`src/rtl/knot2_sig_pkg.sv`:
```
// Shared types and default parameters for the knot2 signature compactor.
// Optional output sig_parity is enabled by defining KNOT2_SIG_PARITY_EN.
package knot2_sig_pkg;

  localparam int unsigned      DEF_IN_W  = 9;
  localparam int unsigned      DEF_SIG_W = 16;
  localparam int unsigned      DEF_LEN_W = 8;
  localparam logic [15:0]      DEF_POLY  = 16'h1021;

  typedef enum logic [1:0] {
    ST_IDLE = 2'd0,
    ST_RUN  = 2'd1,
    ST_DONE = 2'd2
  } state_e;

endpackage

```
`src/rtl/knot2_misr.sv`:
```
// Multiple-input signature register: load a seed, or shift with polynomial
// feedback and fold in one input vector per enabled cycle.
module knot2_misr
  import knot2_sig_pkg::*;
#(
  parameter int unsigned       IN_W  = DEF_IN_W,
  parameter int unsigned       SIG_W = DEF_SIG_W,
  parameter logic [SIG_W-1:0]  POLY  = SIG_W'(DEF_POLY)
) (
  input  logic             clk,
  input  logic             rst,
  input  logic             i_load,
  input  logic             i_en,
  input  logic [SIG_W-1:0] i_load_value,
  input  logic [IN_W-1:0]  i_data,
  output logic [SIG_W-1:0] o_sig
);

  logic [SIG_W-1:0] r_sig;
  logic [SIG_W-1:0] w_fb;
  logic [SIG_W-1:0] w_next;

  // The x^SIG_W term is implicit: it is the bit shifted out of the MSB.
  assign w_fb   = r_sig[SIG_W-1] ? POLY : '0;
  assign w_next = {r_sig[SIG_W-2:0], 1'b0} ^ w_fb ^ SIG_W'(i_data);

  // NOTE: sequential state uses non-blocking assignments so every register
  // samples pre-edge values, independent of process ordering.
  always_ff @(posedge clk) begin
    if (!rst) begin
      r_sig <= '0;
    end else if (i_load) begin
      r_sig <= i_load_value;
    end else if (i_en) begin
      r_sig <= w_next;
    end
  end

  assign o_sig = r_sig;

endmodule

```
`src/rtl/knot2_sig_compactor.sv`:
```
// Capture FSM and counters around knot2_misr; compacts len samples of y_in.
// Define KNOT2_SIG_PARITY_EN to add the sig_parity output.
module knot2_sig_compactor
  import knot2_sig_pkg::*;
#(
  parameter int unsigned       IN_W  = DEF_IN_W,
  parameter int unsigned       SIG_W = DEF_SIG_W,
  parameter logic [SIG_W-1:0]  POLY  = SIG_W'(DEF_POLY),
  parameter int unsigned       LEN_W = DEF_LEN_W
) (
  input  logic             clk,
  input  logic             rst,
  input  logic             start,
  input  logic [LEN_W-1:0] len,
  input  logic [SIG_W-1:0] seed,
  input  logic             abort,
  input  logic [IN_W-1:0]  y_in,
  input  logic             y_valid,
  output logic             busy,
  output logic             sig_valid,
  output logic [SIG_W-1:0] signature,
  output logic [LEN_W-1:0] cap_count
`ifdef KNOT2_SIG_PARITY_EN
  ,
  output logic             sig_parity
`endif
);

  state_e           r_state;
  state_e           w_state_nxt;
  logic [LEN_W-1:0] r_remaining;
  logic [LEN_W-1:0] r_cap_count;
  logic             w_load;
  logic             w_en;

  // NOTE: every always_comb output gets a default first, so no path through
  // the case statement can leave one unassigned and infer a latch.
  always_comb begin
    w_state_nxt = r_state;
    w_load      = 1'b0;
    w_en        = 1'b0;
    unique case (r_state)
      ST_IDLE: begin
        if (start) begin
          w_load      = 1'b1;
          w_state_nxt = (len == '0) ? ST_DONE : ST_RUN;
        end
      end
      ST_RUN: begin
        if (abort) begin
          w_state_nxt = ST_IDLE;
        end else if (y_valid) begin
          w_en = 1'b1;
          if (r_remaining == LEN_W'(1)) w_state_nxt = ST_DONE;
        end
      end
      ST_DONE: begin
        // start doubles as acknowledge-and-restart; abort wins if both pulse.
        if (abort) begin
          w_state_nxt = ST_IDLE;
        end else if (start) begin
          w_load      = 1'b1;
          w_state_nxt = (len == '0) ? ST_DONE : ST_RUN;
        end
      end
      default: w_state_nxt = ST_IDLE;
    endcase
  end

  always_ff @(posedge clk) begin
    if (!rst) begin
      r_state     <= ST_IDLE;
      r_remaining <= '0;
      r_cap_count <= '0;
    end else begin
      r_state <= w_state_nxt;
      if (w_load) begin
        r_remaining <= len;
        r_cap_count <= '0;
      end else if (w_en) begin
        r_remaining <= r_remaining - LEN_W'(1);
        r_cap_count <= r_cap_count + LEN_W'(1);
      end
    end
  end

  knot2_misr #(
    .IN_W  (IN_W),
    .SIG_W (SIG_W),
    .POLY  (POLY)
  ) u_misr (
    .clk          (clk),
    .rst          (rst),
    .i_load       (w_load),
    .i_en         (w_en),
    .i_load_value (seed),
    .i_data       (y_in),
    .o_sig        (signature)
  );

  assign busy      = (r_state == ST_RUN);
  assign sig_valid = (r_state == ST_DONE);
  assign cap_count = r_cap_count;

`ifdef KNOT2_SIG_PARITY_EN
  assign sig_parity = ^signature;
`endif

endmodule
```
`config.mk`:
```
export PLATFORM = sky130hd
export DESIGN_NAME = knot2_sig_compactor
export DESIGN_NICKNAME = d
export VERILOG_FILES = /design/src/rtl/knot2_sig_pkg.sv /design/src/rtl/knot2_misr.sv /design/src/rtl/knot2_sig_compactor.sv
export SDC_FILE = /design/constraint.sdc
export NUM_CORES = 1
export LEC_CHECK = 0
export BUFFER_PORTS_ARGS = -buffer_cell sky130_fd_sc_hd__buf_2
export CELL_PAD_IN_SITES_DETAIL_PLACEMENT = 0
export CELL_PAD_IN_SITES_GLOBAL_PLACEMENT = 1
export CORE_UTILIZATION = 33
export CTS_BUF_LIST = sky130_fd_sc_hd__clkbuf_2
export DETAILED_ROUTE_END_ITERATION = 12
export HOLD_SLACK_MARGIN = 0.05
export PLACE_DENSITY = 0.76
export SYNTH_ARGS = -nofsm -noshare
export SYNTH_HDL_FRONTEND = slang
export SYNTH_SLANG_ARGS = --single-unit
```
`constraint.sdc`:
```
create_clock -name clk -period 1.5 [get_ports clk]
set_clock_uncertainty 0.15 [all_clocks]
set_input_delay 0.225 -clock clk [delete_from_list [all_inputs] [get_ports clk]]
set_output_delay 0.225 -clock clk [all_outputs]
set_load 0.1 [all_outputs]
```
Yosys cells after proc, flatten, opt, wreduce, memory -nomap -nowiden. Cells that the tools add are included.

Mux-type cells: 18. Bitwise logic cells: 3. Reduce and logical (&&, ||, !) cells: 5. Add/sub/neg operators: 2. Eq/ne operators: 5.

Operator list (count): 16-bit two-way mux (2); 8-bit two-way mux (2); 16-bit XOR (1); 16-bit by 9-bit XOR with 16-bit output (1); 13-bit two-way mux (1); 2-bit two-way mux (6); 8-bit by 1-bit adder with 8-bit output, second input constant (1); 8-bit by 1-bit == test with 1-bit output, second input constant (1); 8-bit zero test (1); 8-bit by 1-bit subtractor with 8-bit output, second input constant (1); 2-bit one-hot mux with 3 select lines (1); 1-bit two-way mux (5); 3-bit by 2-bit inequality test with 1-bit output, second input constant (1); 3-bit inequality test, second input constant (1); 2-bit by 1-bit == test with 1-bit output, second input constant (1); 2-bit == test, second input constant (1); 2-bit zero test (1); 1-bit one-hot mux with 2 select lines (1); 2-bit AND reduction (1); 2-bit nonzero test (1); 2-bit OR reduction (1); 1-bit inverter (1).

Flip-flop bits (word level): 34. Input port bits: 38.

Longest topological paths before layout.
Depth after elaboration: 5. Gate-level depth with buffers: 6. Depth with buffers taken out: 5.

By module. From an unflattened synthesis, not the netlist that was laid out.

Cell total of the unflattened synthesis: 190. Area, all modules: 1751.7 um^2.

By module, submodules not included: knot2_sig_compactor (area an instance 934.6 um^2, instances 1, seq. area each 360.3 um^2, cells an instance 108); knot2_misr (area an instance 817.0 um^2, instances 1, seq. area each 320.3 um^2, cells an instance 82).

Worst setup path before layout. Ideal clock, no wire load.

Path kind: register to register. Start point: register r_state[0]. End point: register r_state[1]. Library setup time: 58 ps. Path buffers: 0. Data required time: 1292 ps. Setup slack: -1075 ps. Arrival: 2367 ps. Clock period less this slack: 2575 ps. Stages on the path, launching flop included: 5. Cell sequence: dfxtp_1 -> nor2b_1 -> nor2b_1 -> and4_1 -> o21a_1.

Cells in the longest elaborated chain, start to end: 3. Elaborated cells between the ends (all ways): 7.

RTL lines: start: declaration (RTL line knot2_sig_compactor.sv:29) `state_e r_state;`; start signal: assignment (RTL line knot2_sig_compactor.sv:76) `r_state <= w_state_nxt;`; 2-bit by 1-bit == test with 1-bit output (*); named net busy (RTL line knot2_sig_compactor.sv:19) `output logic busy,`; 3-bit by 2-bit inequality test with 1-bit output (no line) / 3-bit inequality test (equally long branches); 2-bit AND reduction (no line).

The timed path passes the listed nets; every way through them passes the cells marked *. A chain may end at the register's enable or synchronous reset.

Final worst setup path.
Start point: input port len[0]. End point: register r_state[1].

Cells in the longest elaborated chain, start to end: 5.

RTL lines: start: declaration (RTL line knot2_sig_compactor.sv:14) `input logic [LEN_W-1:0] len,`; 8-bit zero test (*) (RTL line knot2_sig_compactor.sv:46, knot2_sig_compactor.sv:63); 2-bit two-way mux (*) (RTL line knot2_sig_compactor.sv:46, knot2_sig_compactor.sv:63); 2-bit two-way mux (*) (RTL line knot2_sig_compactor.sv:44, knot2_sig_compactor.sv:61); 2-bit two-way mux (RTL line knot2_sig_compactor.sv:59) `if (abort) begin`; 2-bit one-hot mux with 3 select lines (*) (RTL line knot2_sig_compactor.sv:42) `unique case (r_state)`.

Mark *: on every way between the ends. The rest lies on a longest branch, timed or not.

==> out/qor.txt <==
Diodes inserted = 0
Synth Cell Area = 1710 um^2
DR iter-0 viols = 56
Share of cells above drive strength 1 = 51.6%
Chip width = 74.0 um
First drt pass iteration count = 4
Final setup fails = 19
Synth unique cells = 41
CP delay by family, top = buffers and inverters
Slew of the pin with the lowest slew margin = 0.392 ns
Total of max-cap violations = 0
Top layer in use = met4
CP Cell Sequence = dlygate4sd3_1 > buf_2 > nor4_1 > nand2_1 > a21oi_1 > o21a_1
Buffers on Ports = 63
Clock Sink Count = 34
Htree depth = 2
Slowest cell on crit path = dlygate4sd3_1
Syn-to-layout area delta = 82.8%
Fillers = 387
IO Count = 64
Fin worst setup slack = -0.175 ns
Die ar. = 5480 um^2
Psw = 953 uW
Vias/cell = 4.86
Pwr dens = 774 nW/um^2
Vias in the first global route = 1811
Post-route core utilization = 64.5%
Type of origin of the critical path = input port
FF+latch count, synth = 34
Detail Route met3 WL = 213 um
CTS tree = done
Post-Synthesis Cells = 190
Violated checks = setup timing
Routed len/inst = 14.5 um
Yosys top cell by area = dfxtp_1
Reg power frac = 42.6%
Max-slew violation count = 0
Post-Route WL = 5.49 mm
Buf+Inv Stages, Crit Path = 2
DR vias = 1842
Leakage power = 0.00128 uW
Metal2 WL = 2.71 mm
Slew Limit Headroom = 73.6%
Post-route non-filler standard cell count = 379
Syn_nets = 231
Int Power = 1470 uW
Clock Pin Slew Worst Setup and Hold Paths = 0.19 ns
CP Capture Type = register
Row count = 25
Peak VDD IR = 0.000508 V
Number of enable flip-flop cells after synthesis = 0
Clock network power share = 18.0%
Synth top area cells = dfxtp_1 (40%), xor2_1 (6.1%), nand2_1 (3.7%)
Setup TNS = -0.721 ns
Cts bufs inserted = 5
Tcrit/Tclk final = 112%
Cell total after placement = 329
Most common library cells after synthesis = dfxtp_1 (34), nand2_1 (17), nor2_1 (17)
Clock latency on the worst-skew pair = 0.38 ns
Routed Antenna Nets = 0
Hold Fails Final Rpt = 0
F_max = 597 MHz
Status = finished with violations
Met1 WL = 2.51 mm
Commonest register cell after synthesis = dfxtp_1
Sequential area share after synthesis = 39.8%
Arr. time, crit path = 1.83 ns
CP max FO = 2
Yosys warns = 0
Unrepaired setup endpoints after global routing = yes
Final hold slack = 0.123 ns
CTS root buf = clkbuf_2
Initial Utilization = 35.3%
CP Class = input port to register
Post-Syn Area per Cell = 9.00 um^2
Tot GR Track Use = 19.8%
Initial antenna violation count = 0
Largest stage delay on the critical path = 0.54 ns
Final nets = 352
Wire length of the first global-routing pass = 8.22 mm
Clk buf depth = 2
Core area = 4850 um^2
Top-area cell type share of the netlist area = 39.8%
DR DRC count = 0
Total power = 2420 uW
Die span in y = 74.0 um
Min cycle time layout = 1.68 ns
Largest net degree at the start of global routing = 20
Gr ovfl total = 0
Final HPWL DP = 3.32 mm
Worst path required time = 1.66 ns
Min-Delay Path Class = input port to register
Final Wtd Congestion = 0.738
Net Sw Frac = 39.4%
Asr flop ratio synth = 0%
Most numerous cell in the Yosys netlist = dfxtp_1
Comb pwr share = 39.4%
kinds of logic after synthesis:
group	synth area share, %
AND/OR/NAND/NOR	21.2
buffers and inverters	4.75
adder cells (fa/ha/maj)	2.19
flip-flops	39.8
XOR/XNOR	9.22
AO/OA/AOI/OAI	22.8
worst paths after layout:
path	end	slack (ns)	depth (start not counted)	start
min reg2reg	u_misr.o_sig[6]	0.33	2	u_misr.o_sig[6]
max reg2reg	r_state[1]	-0.16	4	r_remaining[2]
max	r_state[1]	-0.18	6	len[0]
min	u_misr.o_sig[5]	0.12	5	y_in[5]
registers in the layout, indices dropped and copies added, names as in the netlist:
signal        count
r_state           2
r_remaining       8
cap_count         8
u_misr.o_sig     16
power groups by stage:
stage	logic [uW]	registers [uW]	clock network (uW)
after detailed placement	729	1030	0
after CTS	865	1020	451
final	954	1030	435
after global routing	1010	1040	472
after floorplan	257	1290	0
after global placement	727	1030	0
what timing repair did:
action                                 in CTS  in global routing
buffers inserted                            2                  8
setup endpoints to repair                  44                 42
endpoints found under the hold margin      25                  0
pin swaps                                   9                 14
gates cloned                                0                  1
hold buffers                               32                  0
resized for setup                          52                 43
per-layer routing:
| layer | vias up | global-route usage [%] |
|---|---|---|
| li1 | 933 | - |
| met1 | 850 | 24.8 |
| met2 | 53 | 33.1 |
| met3 | 6 | 3.39 |
| met4 | 0 | 8.97 |
| met5 | - | 0 |
metrics by stage:
stage	setup WS, ns	instance area, um^2
detailed placement	-0.0589	2320
finish	-0.175	3130
global route	-0.196	3130
floorplan	-0.133	1770
CTS	-0.106	2860
global placement	-0.0240	2320
area by class of cell:
cell class / count / area, um^2 / area share (%)
Clock buffer: 5 / 25.0 / 0.800
Clock inverter: 3 / 15.0 / 0.480
Inverter: 6 / 22.5 / 0.720
Multi-Input combinational cell: 139 / 1160 / 37.0
Sequential cell: 34 / 731 / 23.4
Tap cell: 67 / 83.8 / 2.68
Timing Repair Buffer: 125 / 1090 / 34.9
layout by cell type, fill, tap and decap left out, types with 2 or more instances in the layout:
cell type      count
buf_2             37
dlygate4sd3_1     32
buf_4             28
dfxtp_2           22
buf_6             21
nor2_1            15
nand2_1           13
xor2_1            12
a21boi_1           7
inv_1              6
o221ai_1           6
nor2b_1            6
dfxtp_4            6
dfxtp_1            6
xnor2_1            5
a22oi_1            5
clkbuf_2           5
buf_12             5
a21oi_1            4
a21boi_0           4
nor3_1             4
a221oi_2           4
o21ai_0            3
a32oi_1            3
nor2b_4            2
a21oi_4            2
nand2_2            2
nor3_2             2
and4_1             2
nand4_1            2
nor4_1             2
nand2_4            2
nor3_4             2
a211o_1            2
o21a_1             2
and3_1             2
nand3_2            2
a22oi_2            2
ha_1               2
worst reg2reg max path: stages (launching register included):
cell	delay, ns
dfxtp_2	0.35
or4_4	0.59
nor3_4	0.15
and4_1	0.23
o21a_1	0.15
Power figures use the tool's default switching activity.
